## config.mk

```make
export PLATFORM = sky130hd
export DESIGN_NAME = lora_cmd_tx_flat
export DESIGN_NICKNAME = d
export VERILOG_FILES = /design/src/rtl/lora_cmd_tx_if.sv /design/src/rtl/lora_cmd_tx.sv /design/src/flat_wrapper.sv
export SDC_FILE = /design/constraint.sdc
export NUM_CORES = 1
export LEC_CHECK = 0
export CAP_MARGIN = 20
export CORE_AREA = 8 8 74 76
export CTS_CLUSTER_SIZE = 14
export DETAILED_ROUTE_END_ITERATION = 8
export DIE_AREA = 0 0 82 84
export PLACE_DENSITY_LB_ADDON = 0.05
export SLEW_MARGIN = 20
export SYNTH_ARGS = -nofsm -noshare
export SYNTH_HDL_FRONTEND = slang
export SYNTH_SLANG_ARGS = --single-unit
```

## constraint.sdc

```tcl
create_clock -name clk -period 2.7 [get_ports clk]
set_input_delay 0.405 -clock clk [delete_from_list [all_inputs] [get_ports clk]]
set_output_delay 0.405 -clock clk [all_outputs]
set_load 0.03 [all_outputs]
```

## src/rtl/lora_cmd_tx_if.sv

```systemverilog
// Command-link handshake between the remote's button logic and the LoRa UART framer.
interface lora_cmd_tx_if;
    logic       send;
    logic [7:0] cmd;
    logic       tx;
    logic       busy;
    logic       done;
    logic [7:0] seq;

    modport master (
        output send, cmd,
        input  tx, busy, done, seq
    );

    modport slave (
        input  send, cmd,
        output tx, busy, done, seq
    );
endinterface

```

## src/rtl/lora_cmd_tx.sv

```systemverilog
// Frames a command byte as A5/cmd/seq/xor-checksum and shifts it out as 8N1 UART,
// with optional idle bit-times after each byte.
module lora_cmd_tx #(
    parameter int unsigned CLK_FREQ = 50_000_000,
    parameter int unsigned BAUD     = 9600,
    parameter int unsigned GAP_BITS = 0
) (
    input logic          clk,
    input logic          rst,
    lora_cmd_tx_if.slave bus
);

    localparam int unsigned ClksPerBit = CLK_FREQ / BAUD;
    localparam int unsigned BaudW      = (ClksPerBit > 1) ? $clog2(ClksPerBit) : 1;
    localparam int unsigned GapW       = (GAP_BITS > 1) ? $clog2(GAP_BITS) : 1;
    localparam int unsigned GapLastInt = (GAP_BITS > 0) ? GAP_BITS - 1 : 0;

    localparam logic [BaudW-1:0] BaudLast = BaudW'(ClksPerBit - 1);
    localparam logic [GapW-1:0]  GapLast  = GapW'(GapLastInt);
    localparam logic [7:0]       SyncByte = 8'hA5;

    typedef enum logic [2:0] {StIdle, StStart, StData, StStop, StGap} state_e;

    state_e            state_q, state_d;
    logic [BaudW-1:0]  baud_q, baud_d;
    logic [2:0]        bit_q, bit_d;
    logic [1:0]        byte_q, byte_d;
    logic [GapW-1:0]   gap_q, gap_d;
    logic [7:0]        cmd_q, frm_seq_q, seq_q;
    logic              done_q;

    logic              bit_tick;
    logic              byte_done;
    logic              load;
    logic              frame_end;
    logic [7:0]        cur_byte;
    logic              tx_c;
    logic              busy_c;

    assign bit_tick = (baud_q == BaudLast);

    // State register
    always_ff @(posedge clk or posedge rst) begin
        if (rst) begin
            state_q <= StIdle;
        end else begin
            state_q <= state_d;
        end
    end

    // Counters, frame buffer and end-of-frame bookkeeping
    always_ff @(posedge clk or posedge rst) begin
        if (rst) begin
            baud_q    <= '0;
            bit_q     <= '0;
            byte_q    <= '0;
            gap_q     <= '0;
            cmd_q     <= '0;
            frm_seq_q <= '0;
            seq_q     <= '0;
            done_q    <= 1'b0;
        end else begin
            baud_q <= baud_d;
            bit_q  <= bit_d;
            byte_q <= byte_d;
            gap_q  <= gap_d;
            done_q <= frame_end;
            if (load) begin
                cmd_q     <= bus.cmd;
                frm_seq_q <= seq_q;
            end
            if (frame_end) begin
                seq_q <= seq_q + 8'd1;
            end
        end
    end

    // Next-state and counter logic
    always_comb begin
        state_d   = state_q;
        bit_d     = bit_q;
        byte_d    = byte_q;
        gap_d     = gap_q;
        load      = 1'b0;
        frame_end = 1'b0;
        byte_done = 1'b0;
        baud_d    = (state_q == StIdle || bit_tick) ? '0 : baud_q + BaudW'(1);

        case (state_q)
            StIdle: begin
                if (bus.send) begin
                    state_d = StStart;
                    byte_d  = '0;
                    load    = 1'b1;
                end
            end
            StStart: begin
                if (bit_tick) state_d = StData;
            end
            StData: begin
                if (bit_tick) begin
                    if (bit_q == 3'd7) begin
                        state_d = StStop;
                        bit_d   = '0;
                    end else begin
                        bit_d = bit_q + 3'd1;
                    end
                end
            end
            StStop: begin
                if (bit_tick) begin
                    if (GAP_BITS != 0) state_d = StGap;
                    else               byte_done = 1'b1;
                end
            end
            StGap: begin
                if (bit_tick) begin
                    if (gap_q == GapLast) begin
                        gap_d     = '0;
                        byte_done = 1'b1;
                    end else begin
                        gap_d = gap_q + GapW'(1);
                    end
                end
            end
            default: state_d = StIdle;
        endcase

        if (byte_done) begin
            if (byte_q == 2'd3) begin
                state_d   = StIdle;
                byte_d    = '0;
                frame_end = 1'b1;
            end else begin
                state_d = StStart;
                byte_d  = byte_q + 2'd1;
            end
        end
    end

    // Byte selection uses the latched cmd/seq so input changes mid-frame cannot leak in
    always_comb begin
        case (byte_q)
            2'd0:    cur_byte = SyncByte;
            2'd1:    cur_byte = cmd_q;
            2'd2:    cur_byte = frm_seq_q;
            default: cur_byte = SyncByte ^ cmd_q ^ frm_seq_q;
        endcase
    end

    // Output logic
    always_comb begin
        busy_c = (state_q != StIdle);
        case (state_q)
            StStart: tx_c = 1'b0;
            StData:  tx_c = cur_byte[bit_q];
            default: tx_c = 1'b1;
        endcase
    end

    assign bus.tx   = tx_c;
    assign bus.busy = busy_c;
    assign bus.done = done_q;
    assign bus.seq  = seq_q;

endmodule
```

## src/flat_wrapper.sv

```systemverilog
// flat-port wrapper written by rule: the top's interface ports become plain ports
module lora_cmd_tx_flat 
#(
    parameter int unsigned CLK_FREQ = 50_000_000,
    parameter int unsigned BAUD     = 9600,
    parameter int unsigned GAP_BITS = 0
)
  (clk, rst, bus_send, bus_cmd, bus_tx, bus_busy, bus_done, bus_seq);
  lora_cmd_tx_if bus_i ();
  input logic clk;
  input logic rst;
  input wire logic [$bits(bus_i.send)-1:0] bus_send;
  input wire logic [$bits(bus_i.cmd)-1:0] bus_cmd;
  output wire logic [$bits(bus_i.tx)-1:0] bus_tx;
  output wire logic [$bits(bus_i.busy)-1:0] bus_busy;
  output wire logic [$bits(bus_i.done)-1:0] bus_done;
  output wire logic [$bits(bus_i.seq)-1:0] bus_seq;
  assign bus_i.send = bus_send;
  assign bus_i.cmd = bus_cmd;
  assign bus_tx = bus_i.tx;
  assign bus_busy = bus_i.busy;
  assign bus_done = bus_i.done;
  assign bus_seq = bus_i.seq;
  lora_cmd_tx #(.CLK_FREQ(CLK_FREQ), .BAUD(BAUD), .GAP_BITS(GAP_BITS)) u_core (.clk(clk), .rst(rst), .bus(bus_i));
endmodule
```

==> key figures, run 1 <==
Yosys
  • Asr flop ratio synth: 100%
  • Ys flop type: dfrtp_1
  • Mapped Cells: 219
  • Post-synth EDFFs: 0
  • Mapped Area: 2400 µm²
  • Yosys cell types: 43
  • #FFs+latches synth: 45
  • Seq/Total Area, Yosys: 46.9%
  • Synth warnings: 0
  • Syn Nets: 243
  • Avg Cell Area, Syn: 11.0 µm²

Global routing
  • Largest net degree at the start of global routing: 26
  • Initial antenna violation count: 0
  • Vias in the first global route: 1,895
  • GRT Total Usage: 15.5%
  • First-pass GRT wire length: 8740 µm
  • GRT Residual Overflow: 0

Floorplanning
  • Row Count: 24
  • DIE AREA: 6890 µm²
  • Die width: 82 µm
  • Die Y: 84 µm
  • Core footprint: 4260 µm²
  • Starting density of the core: 56.3%
  • Ports: 22

Run status
  • Run status: finished with violations
  • Violated checks: setup timing

STA
  • Rel. slew slack: 47.8%
  • Setup violators final: 1
  • Clock skew: 0.00976 ns
  • Final setup margin: -0.150 ns
  • Final period util: 106%
  • Tmin final: 2.85 ns
  • Max-slew violations: 0
  • FMAX: 0.351 GHz
  • Setup TNS: -0.150 ns
  • RSZ-0062 raised after global routing: yes
  • Final Hold Violating Endpoints: 0
  • Worst slew pin tran: 0.782 ns

Drt
  • Wire per inst: 16.1 µm
  • Initial DRT Pass Iterations: 4
  • Vias per cell: 5.66
  • Via count: 1,787
  • Drt total wl: 5100 µm
  • DRC: 0
  • DRT iter0 DRCs: 124
  • Post-DRT Antenna Nets: 0

Placed design
  • Dpl hpwl: 3850 µm
  • GP Congestion: 0.950
  • Cells after DPL: 305
  • Placed instance area: 2780 µm²
  • Port bufs: 21

Final layout
  • Final Core Density: 69.1%
  • Commonest non-fill, non-tap cells in the layout: dfrtp_1 (44), clkdlybuf4s50_1 (20), mux2_2 (18), nor2_1 (18), buf_4 (18)
  • Diode count: 0
  • Cell Count, Final, Fillers Out: 316
  • Net count, final: 287
  • Area added between synthesis and finish: 22.7%
  • Commonest non-fill, non-tap cell in the layout: dfrtp_1
  • Design area: 2950 µm²
  • Share of cells above drive strength 1: 23.5%

Worst setup path
  • Worst Path Max Fanout: 3
  • CP peak stage delay: 0.46 ns
  • Max stage delay cell, worst path: dfrtp_2
  • Critical Path AT: 2.44 ns
  • WP buf/inv: 2
  • Crit Path Category: reg2out
  • Setup crit start kind: flop
  • Cells along the critical path: buf_12, ha_4, and2b_2, o211a_1, o41ai_2, a31oi_1, o41a_1, buf_6
  • CP top delay family: compound AO/OA/AOI/OAI gates
  • Crit path required time: 2.30 ns
  • Setup crit end kind: output pin

Pwr
  • Pwr dens: 374 nW/µm²
  • Peak VDD IR: 365 µV
  • Total power: 1100 µW
  • Leakage power: 0.00147 µW

Hold path
  • Hold Path Class: in2async

Clocking
  • TritonCTS sink count: 45
  • CTS Buffer Depth: 2
  • Root Buffer: clkbuf_8
  • CTS tree: yes
  • Clk slew on worst S/H paths: 0.09 ns
  • Clock Latency Late Sink: 0.29 ns
  • H-tree Lvls: 2
  • Num CTS Buffers: 5

Flow run
  • Max-cap violations: 0
-- registers in the layout (all words and copies together) (netlist names) --
signal and count:
u_core.bit_q 3, u_core.bus.done 1, u_core.state_q 2, u_core.bus.seq 8, u_core.cmd_q 8, u_core.frm_seq_q 8, u_core.baud_q 13, u_core.byte_q 2
-- worst paths after layout --
check                                         startpoint  slack [ns]                            end  cells after the start
setup / recovery            u_core.byte_q[0]$_DFFE_PP0P_       -0.15                         bus_tx                      8
hold / removal                                       rst        0.46     u_core.baud_q[3]$_DFF_PP0_                      3
setup reg to reg              u_core.baud_q[0]$_DFF_PP0_        0.72  u_core.state_q[1]$_DFFE_PP0P_                      6
hold reg to reg            u_core.bus.seq[7]$_DFFE_PP0P_        0.50  u_core.bus.seq[7]$_DFFE_PP0P_                      1
max in group asynchronous                            rst        1.97   u_core.byte_q[0]$_DFFE_PP0P_                      3
min in group clk           u_core.bus.seq[7]$_DFFE_PP0P_        0.50  u_core.bus.seq[7]$_DFFE_PP0P_                      1
-- cell families after synthesis --
family	after synthesis	synth area share (%)
and+or+nand+nor	67	15.5
AOI/OAI and AO/OA	34	10.7
xor gates and xnor gates	20	7.29
DFF	45	46.9
buffers and inverters	20	3.54
adders and majority gates	13	6.77
muxes	20	9.37
-- Yosys cell counts (2+ instances only) --
master / instances / area [µm²]
nand2_1: 11 / 41.3
nor2_1: 18 / 67.6
xnor2_1: 11 / 96.3
o211a_1: 2 / 20.0
nand4_1: 5 / 31.3
nor4b_2: 2 / 30.0
nor2b_1: 4 / 25.0
a211oi_1: 2 / 15.0
ha_1: 13 / 163
inv_1: 16 / 60.1
a21o_1: 4 / 30.0
xor2_1: 9 / 78.8
and4_1: 2 / 17.5
nor3_1: 5 / 25.0
a21oi_1: 8 / 40.0
mux2_2: 18 / 203
buf_2: 2 / 10.0
nand3_1: 8 / 40.0
dfrtp_1: 45 / 1130
mux2_1: 2 / 22.5
o21ai_0: 5 / 25.0
and3_1: 6 / 37.5
-- metrics by stage --
step                setup slack (ns)  hold WS [ns]
floorplan                      0.343         0.468
CTS                           -0.124         0.462
global route                  -0.254         0.525
global placement              -0.192         0.485
detailed placement            -0.272         0.493
finish                        -0.150         0.459
-- power by group --
group          leakage (µW)  internal [µW]  switching (µW)
sequential         0.000599            673               0
combinational      0.000832           14.8            15.5
clock             0.0000439            179             219
-- cell type report --
type | count | area, µm²
flip-flops and latches | 45 | 1130
inverters | 16 | 62.6
multi-input cells | 154 | 1230
clock buffers | 5 | 68.8
fillers | 321 | 1320
repair buffers | 41 | 378
well taps | 52 | 65.1
clock inverters | 3 | 17.5
-- what timing repair did --
action	in CTS	in global routing
endpoints found under the setup margin	1	1
resized for setup	10	8
hold buffers	0	0
buffers inserted	1	2
pin swaps	0	5
-- tightest hold or removal path: cells and delay by family --
family	cells	cell delay, ns
buffers and inverters	3	0.73
-- metal layers --
layer | vias up | GRT usage (%) | wire length, µm
met5 | - | 0 | 0
met4 | 0 | 4.47 | 76
met3 | 9 | 3.02 | 198
met2 | 41 | 25.7 | 2590
met1 | 873 | 19.5 | 2230
li1 | 864 | - | -
Note: power is estimated with default switching activity, not from simulation.
==> inputs of run 2 (changes only) <==
- CORE_AREA: 8 8 74 76 -> 8 8 73 75
- DIE_AREA: 0 0 82 84 -> 0 0 81 83
- REMOVE_ABC_BUFFERS: not set -> 1
- clock period: 2.7 -> 3.65 ns (I/O delays scaled with it)
==> key figures, run 2 (same netlist as run 1, synthesis figures left out) <==
Worst setup path
  • Cells on worst reg2reg path: 5 (-1)
  • End of the worst register-to-register path: u_core.state_q[1]$_DFFE_PP0P_
  • Cells along the critical path: inv_1, ha_1, nor2b_2, a21oi_1, o221a_1, a2111oi_0, o41a_1, clkdlybuf4s50_1
  • R2R Setup Slk: 1.69 ns (+0.97 ns)
  • CP Capture Point: bus_tx
  • Crit Path Category: reg2out
  • Crit path required time: 3.10 ns (+0.80 ns)
  • RR Startpoint: u_core.baud_q[9]$_DFF_PP0_
  • Setup crit end kind: output pin
  • Setup crit start kind: flop
  • Worst Path Max Fanout: 6 (+3)
  • Max stage delay cell, worst path: clkdlybuf4s50_1
  • Setup crit start: u_core.byte_q[0]$_DFFE_PP0P_
  • Critical Path AT: 2.95 ns (+0.51 ns)
  • CP peak stage delay: 0.66 ns (+0.20 ns)

Floorplanning
  • Core footprint: 4200 µm² (-1.4%)
  • Die width: 81 µm (-1.2%)
  • Row Count: 24 (unchanged)
  • Ports: 22 (unchanged)
  • DIE AREA: 6720 µm² (-2.4%)
  • Starting density of the core: 57.1% (+0.80 points)
  • Die Y: 83 µm (-1.2%)

Pwr
  • Pwr dens: 326 nW/µm² (-13%)
  • Clock power frac: 42.9% (+6.8 points)
  • Part of the power in registers: 54.5% (-6.6 points)
  • Switch share: 19.9% (-1.5 points)
  • P_int: 732 µW (-16%)
  • Peak VDD IR: 211 µV (-42%)
  • Combinational Power Share: 2.5% (-0.3 points)
  • Switch Pwr: 182 µW (-23%)
  • Leakage power: 0.00139 µW (-5.9%)

STA
  • FMAX: 0.286 GHz
  • Setup TNS: 0 ns (+0.150 ns)
  • Worst slew pin tran: 0.870 ns (+0.0885 ns)
  • Setup violators final: 0 (-1)
  • Max-slew violations: 0 (unchanged)
  • Final period util: 95.8%
  • RSZ-0062 raised after global routing: no
  • Clock skew: 0.00424 ns (-0.00552 ns)
  • Rel. slew slack: 41.9% (-5.8 points)
  • Tmin final: 3.50 ns
  • Final Hold Violating Endpoints: 0 (unchanged)
  • Final setup margin: 0.152 ns (+0.302 ns)

Placed design
  • Port bufs: 21 (unchanged)
  • Dpl hpwl: 3750 µm (-2.8%)
  • Pre-CTS setup slack: 0.403 ns (+0.675 ns)
  • GP Congestion: 0.935 (-1.5%)

Drt
  • Max Used Layer: met4
  • Wire per inst: 16.9 µm (+4.6%)
  • DRT iter0 DRCs: 130 (+4.8%)
  • Met1 WL: 2260 µm (+1.3%)
  • Met2 WL: 2450 µm (-5.5%)
  • Via count: 1,745 (-2.4%)
  • DRC: 0 (unchanged)
  • Post-DRT Antenna Nets: 0 (unchanged)
  • WL met3: 270 µm (+36%)
  • Vias per cell: 5.84 (+3.2%)
  • Drt total wl: 5050 µm (-1.0%)
  • Initial DRT Pass Iterations: 4 (unchanged)

Hold path
  • Hold Path Class: reg2reg

Final layout
  • Share of cells above drive strength 1: 15.4% (-8.1 points)
  • Diode count: 0 (unchanged)
  • Max reg flops: 13 (unchanged)
  • Commonest non-fill, non-tap cell in the layout: dfrtp_1
  • Commonest non-fill, non-tap cells in the layout: dfrtp_1 (45), clkdlybuf4s50_1 (21), mux2_2 (18), nor2_1 (18), inv_1 (16)
  • Area added between synthesis and finish: 16.5%
  • Fill count: 342 (+6.5%)
  • Top reg by flops: u_core.baud_q
  • Area occupied by multi-input gates: 1190 µm² (-2.9%)
  • Net count, final: 270 (-5.9%)
  • Register area: 1130 µm² (-0.11%)

Clocking
  • Num CTS Buffers: 5 (unchanged)
  • TritonCTS sink count: 45 (unchanged)
  • CTS tree: yes
  • Root Buffer: clkbuf_8
  • Setup bufs post-CTS: 0 (-1)
  • Clk slew on worst S/H paths: 0.09 ns (about the same)
  • H-tree Lvls: 2 (unchanged)
  • Clock Latency Late Sink: 0.29 ns (about the same)
  • CTS Buffer Depth: 2 (unchanged)

Flow run
  • Max-cap violations: 0 (unchanged)

Global routing
  • Largest net degree at the start of global routing: 24 (-7.7%)
  • First-pass GRT wire length: 8570 µm (-1.9%)
  • Vias in the first global route: 1,795 (-5.3%)
  • GRT Total Usage: 15.8% (+0.32 points)
  • Initial antenna violation count: 0 (unchanged)
  • GRT Residual Overflow: 0 (unchanged)

Run status
  • Run status: finished, final reports clean
==> run 2: changes by cell type in the layout (fill, tap and decap cells not counted), moves of 2 or more <==
cell      delta
buf_4       -15
ha_4         -2
clkinv_2     -2
buf_6        -2
==> run 2: metrics by stage <==
stage	hold WS (ns)	util (%)	instances	cell area [µm²]	power, µW
finish	0.508	66.5	299	2800	913
global route	0.545	66.5	299	2800	945
CTS	0.513	66.5	299	2800	921
detailed placement	0.501	63.6	291	2680	532
global placement	0.481	63.6	291	2680	531
floorplan	0.469	-	215	2380	516
==> run 2: power by group through the flow <==
stage / clock network (µW) / registers, µW / logic, µW
2_1_floorplan: 0 / 508 / 7.74
3_3_place_gp: 0 / 508 / 22.6
3_5_place_dp: 0 / 508 / 23.8
4_1_cts: 399 / 498 / 23.9
5_1_grt: 420 / 498 / 26.1
6_report: 392 / 498 / 22.9
==> run 2: what timing repair did <==
action | in CTS | in global routing
setup endpoints to repair | 0 | 1
resized for setup | 0 | 1
hold buffers | 0 | 0
==> run 2: cell type report <==
cell class / count / area share [%]
multi-input combinational: 154 / 42.7
sequential: 45 / 40.3
timing repair buffer: 24 / 8.32
clock buffer: 6 / 2.95
tap: 52 / 2.33
inverter: 16 / 2.15
clock inverter: 2 / 1.34
==> run 2: how the worst min path moves through the flow <==
stage | start | to | slack [ns] | cells after the start
floorplan | u_core.baud_q[0]$_DFF_PP0_ | u_core.baud_q[0]$_DFF_PP0_ | 0.47 | 1
global placement | u_core.bus.seq[7]$_DFFE_PP0P_ | u_core.bus.seq[7]$_DFFE_PP0P_ | 0.48 | 1
detailed placement | u_core.baud_q[0]$_DFF_PP0_ | u_core.baud_q[0]$_DFF_PP0_ | 0.50 | 1
CTS | u_core.baud_q[0]$_DFF_PP0_ | u_core.baud_q[0]$_DFF_PP0_ | 0.51 | 1
global route | u_core.baud_q[0]$_DFF_PP0_ | u_core.baud_q[0]$_DFF_PP0_ | 0.54 | 1
finish | u_core.bus.seq[7]$_DFFE_PP0P_ | u_core.bus.seq[7]$_DFFE_PP0P_ | 0.51 | 1
==> run 2: worst max-delay path, delay by kind of cell, from the launching register on <==
kind                     cells  cell delay (ns)
AO/OA/AOI/OAI                4             0.95
buffers and inverters        2             0.77
flip-flops                   1             0.43
AND/OR/NAND/NOR              1             0.29
adder cells (fa/ha/maj)      1             0.21
==> run 2: layer usage <==
| metal | global-route usage (%) | vias to the layer above |
|---|---|---|
| met5 | 0 | - |
| met2 | 25.0 | 37 |
| li1 | - | 823 |
| met3 | 4.42 | 11 |
| met1 | 20.6 | 874 |
| met4 | 4.23 | 0 |
